`src/rtl/hdc_pkg.sv`:
```
// Shared types for the hypervector bundling datapath: controller state
// encoding, the default vote-counter type and the per-bit majority rule.
package hdc_pkg;

  localparam int unsigned HDC_CNT_WIDTH = 5;

  typedef enum logic [2:0] {
    IDLE,
    READ,
    DRAIN,
    WRITE,
    DONE
  } bundle_state_t;

  typedef logic [HDC_CNT_WIDTH-1:0] vote_cnt_t;

  // Majority decision for one bit position: strict majority wins, a tie
  // falls back to the supplied tie bit.
  function automatic logic vote_decide(input int unsigned count,
                                       input int unsigned n,
                                       input logic        tie_bit);
    if (2 * count > n) return 1'b1;
    else if (2 * count == n) return tie_bit;
    else return 1'b0;
  endfunction

endpackage

```
`src/rtl/bundle_vote_lane.sv`:
```
// One word lane of the bundler: a vote counter per bit plus thresholding.
// Optional macro BUNDLE_TIEBREAK_EN keeps the first word read so ties take
// the bit of input 0; without it ties resolve to 0.
module bundle_vote_lane
  import hdc_pkg::*;
#(
  parameter int unsigned DATA_WIDTH = 32,
  parameter type         cnt_t      = vote_cnt_t
) (
  input  logic                  clk,
  input  logic                  reset,
  input  logic                  clr,
  input  logic                  acc,
`ifdef BUNDLE_TIEBREAK_EN
  input  logic                  first,
`endif
  input  cnt_t                  n,
  input  logic [DATA_WIDTH-1:0] data_rd,
  output logic [DATA_WIDTH-1:0] result
);

  cnt_t cnt [DATA_WIDTH];

  // Per-bit vote counters: cleared on entry to a read burst, bumped per word.
  always_ff @(posedge clk) begin
    for (int unsigned b = 0; b < DATA_WIDTH; b++) begin
      if (reset || clr) cnt[b] <= '0;
      else if (acc) cnt[b] <= cnt[b] + cnt_t'(data_rd[b]);
    end
  end

`ifdef BUNDLE_TIEBREAK_EN
  logic [DATA_WIDTH-1:0] first_word;

  // Capture the word of input 0 for tie resolution.
  always_ff @(posedge clk) begin
    if (reset) first_word <= '0;
    else if (first) first_word <= data_rd;
  end
`endif

  // Threshold each counter against n.
  always_comb begin
    result = '0;
    for (int unsigned b = 0; b < DATA_WIDTH; b++) begin
`ifdef BUNDLE_TIEBREAK_EN
      result[b] = vote_decide(int'(cnt[b]), int'(n), first_word[b]);
`else
      result[b] = vote_decide(int'(cnt[b]), int'(n), 1'b0);
`endif
    end
  end

endmodule

```
`src/rtl/bundle_majority_mapper.sv`:
```
// Bitwise majority bundling of n hypervectors held in a multi-port DPRAM.
// Words are processed NUM_PORTS at a time: n read cycles, a drain cycle for
// the last read's data, then one write cycle per chunk.
// Optional macro BUNDLE_TIEBREAK_EN: ties take the bit of input 0.
module bundle_majority_mapper
  import hdc_pkg::*;
#(
  parameter int unsigned HV_DATA_WIDTH    = 32,
  parameter int unsigned HV_ADDRESS_WIDTH = 5,
  parameter int unsigned NUM_PORTS        = 4,
  parameter int unsigned CNT_WIDTH        = 5
) (
  input  logic                                  clk,
  input  logic                                  reset,
  input  logic                                  valid,
  input  logic [HV_ADDRESS_WIDTH-1:0]           vec_length,
  input  logic [CNT_WIDTH-1:0]                  num_inputs,
  input  logic [HV_ADDRESS_WIDTH-1:0]           hva,
  input  logic [HV_ADDRESS_WIDTH-1:0]           stride,
  input  logic [HV_ADDRESS_WIDTH-1:0]           hvc,
  output logic [NUM_PORTS-1:0]                  we_n,
  output logic [NUM_PORTS*HV_ADDRESS_WIDTH-1:0] address,
  output logic [NUM_PORTS*HV_DATA_WIDTH-1:0]    data_wr,
  input  logic [NUM_PORTS*HV_DATA_WIDTH-1:0]    data_rd,
  output logic                                  busy,
  output logic                                  done,
  output logic                                  err
);

  localparam int unsigned AW = HV_ADDRESS_WIDTH;
  localparam int unsigned DW = HV_DATA_WIDTH;
  localparam int unsigned WW = AW + $clog2(NUM_PORTS + 1);

  typedef logic [CNT_WIDTH-1:0] cnt_t;

  bundle_state_t state, state_nx;

  logic [AW-1:0] vl_q, hva_q, stride_q, hvc_q;
  cnt_t          n_q, k_q;
  logic [AW-1:0] off_q;
  logic [WW-1:0] wbase_q;
  logic          err_q;
  logic          rd_vld_q;
  logic          clr_cnt;

  logic [NUM_PORTS-1:0] lane_active;
  logic [AW-1:0]        lane_word   [NUM_PORTS];
  logic [DW-1:0]        lane_result [NUM_PORTS];

  // State register.
  always_ff @(posedge clk) begin
    if (reset) state <= IDLE;
    else state <= state_nx;
  end

  // Next-state logic; counters clear on every entry into READ.
  always_comb begin
    state_nx = state;
    case (state)
      IDLE: begin
        if (valid) begin
          if (num_inputs == '0 || vec_length == '0) state_nx = DONE;
          else state_nx = READ;
        end
      end
      READ:  if (k_q == n_q - cnt_t'(1)) state_nx = DRAIN;
      DRAIN: state_nx = WRITE;
      WRITE: begin
        if (wbase_q + WW'(NUM_PORTS) < WW'(vl_q)) state_nx = READ;
        else state_nx = DONE;
      end
      DONE:    if (!valid) state_nx = IDLE;
      default: state_nx = IDLE;
    endcase
    clr_cnt = (state_nx == READ) && (state != READ);
  end

  // Command latch, read index / stride offset and chunk base tracking.
  always_ff @(posedge clk) begin
    if (reset) begin
      vl_q     <= '0;
      hva_q    <= '0;
      stride_q <= '0;
      hvc_q    <= '0;
      n_q      <= '0;
      k_q      <= '0;
      off_q    <= '0;
      wbase_q  <= '0;
      err_q    <= 1'b0;
      rd_vld_q <= 1'b0;
    end else begin
      rd_vld_q <= (state == READ);
      case (state)
        IDLE: begin
          if (valid) begin
            vl_q     <= vec_length;
            hva_q    <= hva;
            stride_q <= stride;
            hvc_q    <= hvc;
            n_q      <= num_inputs;
            err_q    <= (num_inputs == '0);
            k_q      <= '0;
            off_q    <= '0;
            wbase_q  <= '0;
          end
        end
        READ: begin
          k_q   <= k_q + cnt_t'(1);
          off_q <= off_q + stride_q;
        end
        WRITE: begin
          k_q     <= '0;
          off_q   <= '0;
          wbase_q <= wbase_q + WW'(NUM_PORTS);
        end
        default: ;
      endcase
    end
  end

`ifdef BUNDLE_TIEBREAK_EN
  logic first_q;

  // Marks the cycle in which the word of input 0 returns.
  always_ff @(posedge clk) begin
    if (reset) first_q <= 1'b0;
    else first_q <= (state == READ) && (k_q == '0);
  end
`endif

  for (genvar p = 0; p < NUM_PORTS; p++) begin : g_lane
    logic [WW-1:0] word;
    assign word           = wbase_q + WW'(p);
    assign lane_active[p] = word < WW'(vl_q);
    assign lane_word[p]   = word[AW-1:0];

    bundle_vote_lane #(
      .DATA_WIDTH (DW),
      .cnt_t      (cnt_t)
    ) u_lane (
      .clk     (clk),
      .reset   (reset),
      .clr     (clr_cnt),
      .acc     (rd_vld_q && lane_active[p]),
`ifdef BUNDLE_TIEBREAK_EN
      .first   (first_q && lane_active[p]),
`endif
      .n       (n_q),
      .data_rd (data_rd[p*DW +: DW]),
      .result  (lane_result[p])
    );
  end

  // DPRAM port drive: read addresses during READ, results on active lanes in WRITE.
  always_comb begin
    we_n    = '1;
    address = '0;
    data_wr = '0;
    for (int unsigned p = 0; p < NUM_PORTS; p++) begin
      if (state == READ) begin
        address[p*AW +: AW] = hva_q + off_q + lane_word[p];
      end else if (state == WRITE && lane_active[p]) begin
        we_n[p]             = 1'b0;
        address[p*AW +: AW] = hvc_q + lane_word[p];
        data_wr[p*DW +: DW] = lane_result[p];
      end
    end
  end

  assign busy = (state == READ) || (state == DRAIN) || (state == WRITE);
  assign done = (state == DONE);
  assign err  = err_q;

endmodule

```
`config.mk`:
```
export PLATFORM = sky130hd
export DESIGN_NAME = bundle_majority_mapper
export DESIGN_NICKNAME = d
export VERILOG_FILES = /design/src/rtl/hdc_pkg.sv /design/src/rtl/bundle_vote_lane.sv /design/src/rtl/bundle_majority_mapper.sv
export SDC_FILE = /design/constraint.sdc
export NUM_CORES = 2
export LEC_CHECK = 0
export ABC_AREA = 0
export ABC_CLOCK_PERIOD_IN_PS = 12100
export CORE_MARGIN = 10
export CORE_UTILIZATION = 49
export CTS_BUF_LIST = sky130_fd_sc_hd__clkbuf_8
export CTS_CLUSTER_DIAMETER = 60
export DETAILED_ROUTE_END_ITERATION = 8
export GPL_ROUTABILITY_DRIVEN = 0
export PLACE_DENSITY_LB_ADDON = 0.25
export SLEW_MARGIN = 30
export SYNTH_ARGS = -nofsm -noshare
export SYNTH_HDL_FRONTEND = slang
export SYNTH_SLANG_ARGS = --single-unit
```
`constraint.sdc`:
```
create_clock -name clk -period 12.1 [get_ports clk]
set_input_delay 3.63 -clock clk [delete_from_list [all_inputs] [get_ports clk]]
set_output_delay 3.63 -clock clk [all_outputs]
set_load 0.005 [all_outputs]
```
==> run summary <==
Status - completed
Number of synthesized flops with an enable pin - 640
Rel. slew slack - 16.9%
Worst EP arrival - 4270 ps
Core area - 0.102 mm²
Fin. max-slew vios - 0
Crit path cell chain - inv_6 > buf_4 > ha_1 > nand4_1 > o22ai_1 > a21oi_1 > clkdlybuf4s50_1
Buffers from clock root to sink, at most - 3
Crit path kind - reg2out
Fmax - 127 MHz
RSZ-0062 raised after global routing - false
First-pass GRT wire length - 206 mm
Core Util, Final - 55.5%
Required @ worst endpoint - 8470 ps
Hold Fails Final Rpt - 0
Sw Ratio - 32.3%
Total number of vias - 37900
CTS tree - built
Final ANT Viol Nets - 0
Total clock sinks - 686
PostCTS Resize Cnt - 0
Vias in the first global route - 37600
Worst IR Drop VDD - 0.0000918 V
Placed Area - 0.0539 mm²
Final Cycle Share - 65.3%
Final Net Count - 5720
DIE AREA - 0.115 mm²
Syn Std Cell Area - 0.0500 mm²
Starting Density - 49.2%
Tot Pwr - 0.00685 W
Worst Hold Class - reg2reg
Iteration-0 DRC Markers - 3195
Gr usage total - 21.6%
Clk_skew - 32.2 ps
Port Buffer Count - 310
Power per cell area - 121 mW/mm²
Pleak - 21.9 nW
Delay-heaviest family, CP - buffers and inverters
Share of the synthesized area in the top cell type - 38.4%
CP bufs+invs - 3
Register area share after synthesis - 40.3%
Chip width - 339 µm
Synth warn - 0
Final setup TNS - 0 ps
Post-synth ARST share - 0%
CP peak stage delay - 770 ps
Worst-margin pin slew - 1250 ps
Startpoint types - flop
Crit Path Max Fanout - 53
Setup-failing EPs final - 0
Worst hold slack - 469 ps
Initial antenna violation count - 2
Largest net degree at the start of global routing - 233
Num rows - 117
Worst-path clk slew - 60 ps
Fin crit period - 7900 ps
Mean post-synth cell area - 10.9 µm²
Syn_nets - 5569
Fin area - 0.0564 mm²
Max_cap viols - 0
Main synth FF type - edfxtp_1
# DRC - 0
Top post-synthesis cells by area - edfxtp_1, ha_1, a2111oi_0, xor2_1, a21oi_1
Clock power frac - 31.8%
Num CTS Buffers - 132
Switching power total - 0.00221 W
Grt total ovfl - 0
Layout cell share with drive strength beyond 1 - 4.56%
CP max stage cell - buf_4
Synth cell types - 52
Root Driver - clkbuf_8
Drt pass-1 iters - 7
Combinational power share - 23.0%
H-Tree Level Count - 4
Area growth syn-to-layout - 12.8%
Reg power frac - 45.1%
Clk_lat worst skew - 820 ps
Hold Buf Count CTS - 0
Yosys reg bits - 686
CP Capture Type - output port
Post-CTS Setup Bufs - 0
Int Power - 0.00464 W
Synth area leader - edfxtp_1
Die H - 339 µm
Wire length per cell - 20.7 µm
Routed Wire Length - 129 mm
Syn Inst Count - 4604
Dpl hpwl - 74.2 mm
Io pins - 311
Vias/cell - 6.09
==> registers in the layout (all words and copies together), names as in the netlist <==
register	count
vl_q	5
k_q	5
state	3
n_q	5
hvc_q	5
stride_q	5
wbase_q	6
g_lane.u_lane.cnt	640
hva_q	5
off_q	5
err	1
rd_vld_q	1
==> cell type report <==
type                            count  area, µm²
Tap cell                         1368       1710
Sequential cell                   686      20100
Inverter                          410       1560
Fill cell                        8812      45200
Clock inverter                     89        467
Timing Repair Buffer              352       3630
Antenna cell                        5       12.5
Multi-Input combinational cell   3173      27000
Clock buffer                      139       1910
==> power groups by stage <==
stage               clock network [W]  registers (W)  logic, W
global placement                    0        0.00313   0.00151
global route                  0.00234        0.00313   0.00180
finish                        0.00218        0.00309   0.00158
CTS                           0.00223        0.00309   0.00157
floorplan                           0        0.00315   0.00115
detailed placement                  0        0.00314   0.00156
==> cells in the mapped netlist, drive strengths merged, types with 2 or more instances <==
master     n
a2111oi  623
a211oi    18
a21o     138
a21oi    307
a22o       5
a311oi     3
a31oi      2
and2       3
and3       2
and3b      3
buf      106
clkbuf   229
conb       2
dfxtp     46
edfxtp   640
fa         3
ha       806
inv      410
nand2     85
nand2b     5
nand3    262
nand3b     2
nand4    132
nor2      24
nor2b    135
nor3       5
o211a      2
o211ai     7
o21a       3
o21ai     12
o22ai    146
or4        4
xnor2    161
xnor3      4
xor2     259
==> layer usage <==
layer | GRT usage, % | wire [µm] | vias up
li1 | - | - | 18300
met3 | 3.57 | 6510 | 200
met1 | 28.9 | 57900 | 18400
met5 | 0 | 0 | -
met2 | 34.9 | 60900 | 945
met4 | 7.72 | 3700 | 0
==> logic make-up after synthesis <==
kind of cell / Yosys count / share of synthesized area (%)
adders and majority gates: 809 / 20.3
muxes: 1 / 0.0200
DFF: 686 / 40.3
buffers and inverters: 745 / 5.91
other: 2 / 0.0150
AOI/OAI and AO/OA: 1270 / 18.7
xor gates and xnor gates: 424 / 7.54
and+or+nand+nor: 667 / 7.19
==> path summary, 6_finish.rpt <==
check | from | endpoint | slack (ps) | cells after the start
worst max register to register | n_q[0] | g_lane[2].u_lane.cnt[0][19] | 7390 | 10
worst max-delay path | n_q[3] | data_wr[126] | 4200 | 7
worst min register to register | stride_q[0] | stride_q[0] | 470 | 2
worst min-delay path | stride_q[0] | stride_q[0] | 470 | 2
==> worst reg2reg max path: cells and delay by family (launching register included) <==
| family | cells | cell delay [ps] |
|---|---|---|
| AND/OR/NAND/NOR | 1 | 180 |
| adder cells (fa/ha/maj) | 1 | 260 |
| buffers and inverters | 4 | 1870 |
| flip-flops | 1 | 870 |
| AO/OA/AOI/OAI | 4 | 1220 |
==> cell usage in the layout (no fill, tap or decap), types with 26 or more instances in the layout <==
cell,netlist,final
nand2_1,85,85
a21oi_1,307,307
xnor2_1,161,161
clkdlybuf4s50_1,0,309
nand3_1,262,258
buf_4,0,26
o22ai_1,146,146
inv_1,409,448
a21o_1,138,138
xor2_1,259,259
clkbuf_8,0,139
dfxtp_1,46,45
nor2b_1,135,135
nand4_1,132,132
a2111oi_0,620,620
ha_1,806,806
edfxtp_1,640,640
==> metrics by stage <==
step / setup WS, ps / std cells
finish: 4200 / 6222
detailed placement: 4400 / 5986
global route: 4000 / 6220
global placement: 4020 / 5984
CTS: 4120 / 6214
floorplan: -735 / 4604
No activity file was read; power rests on OpenSTA's default activity.
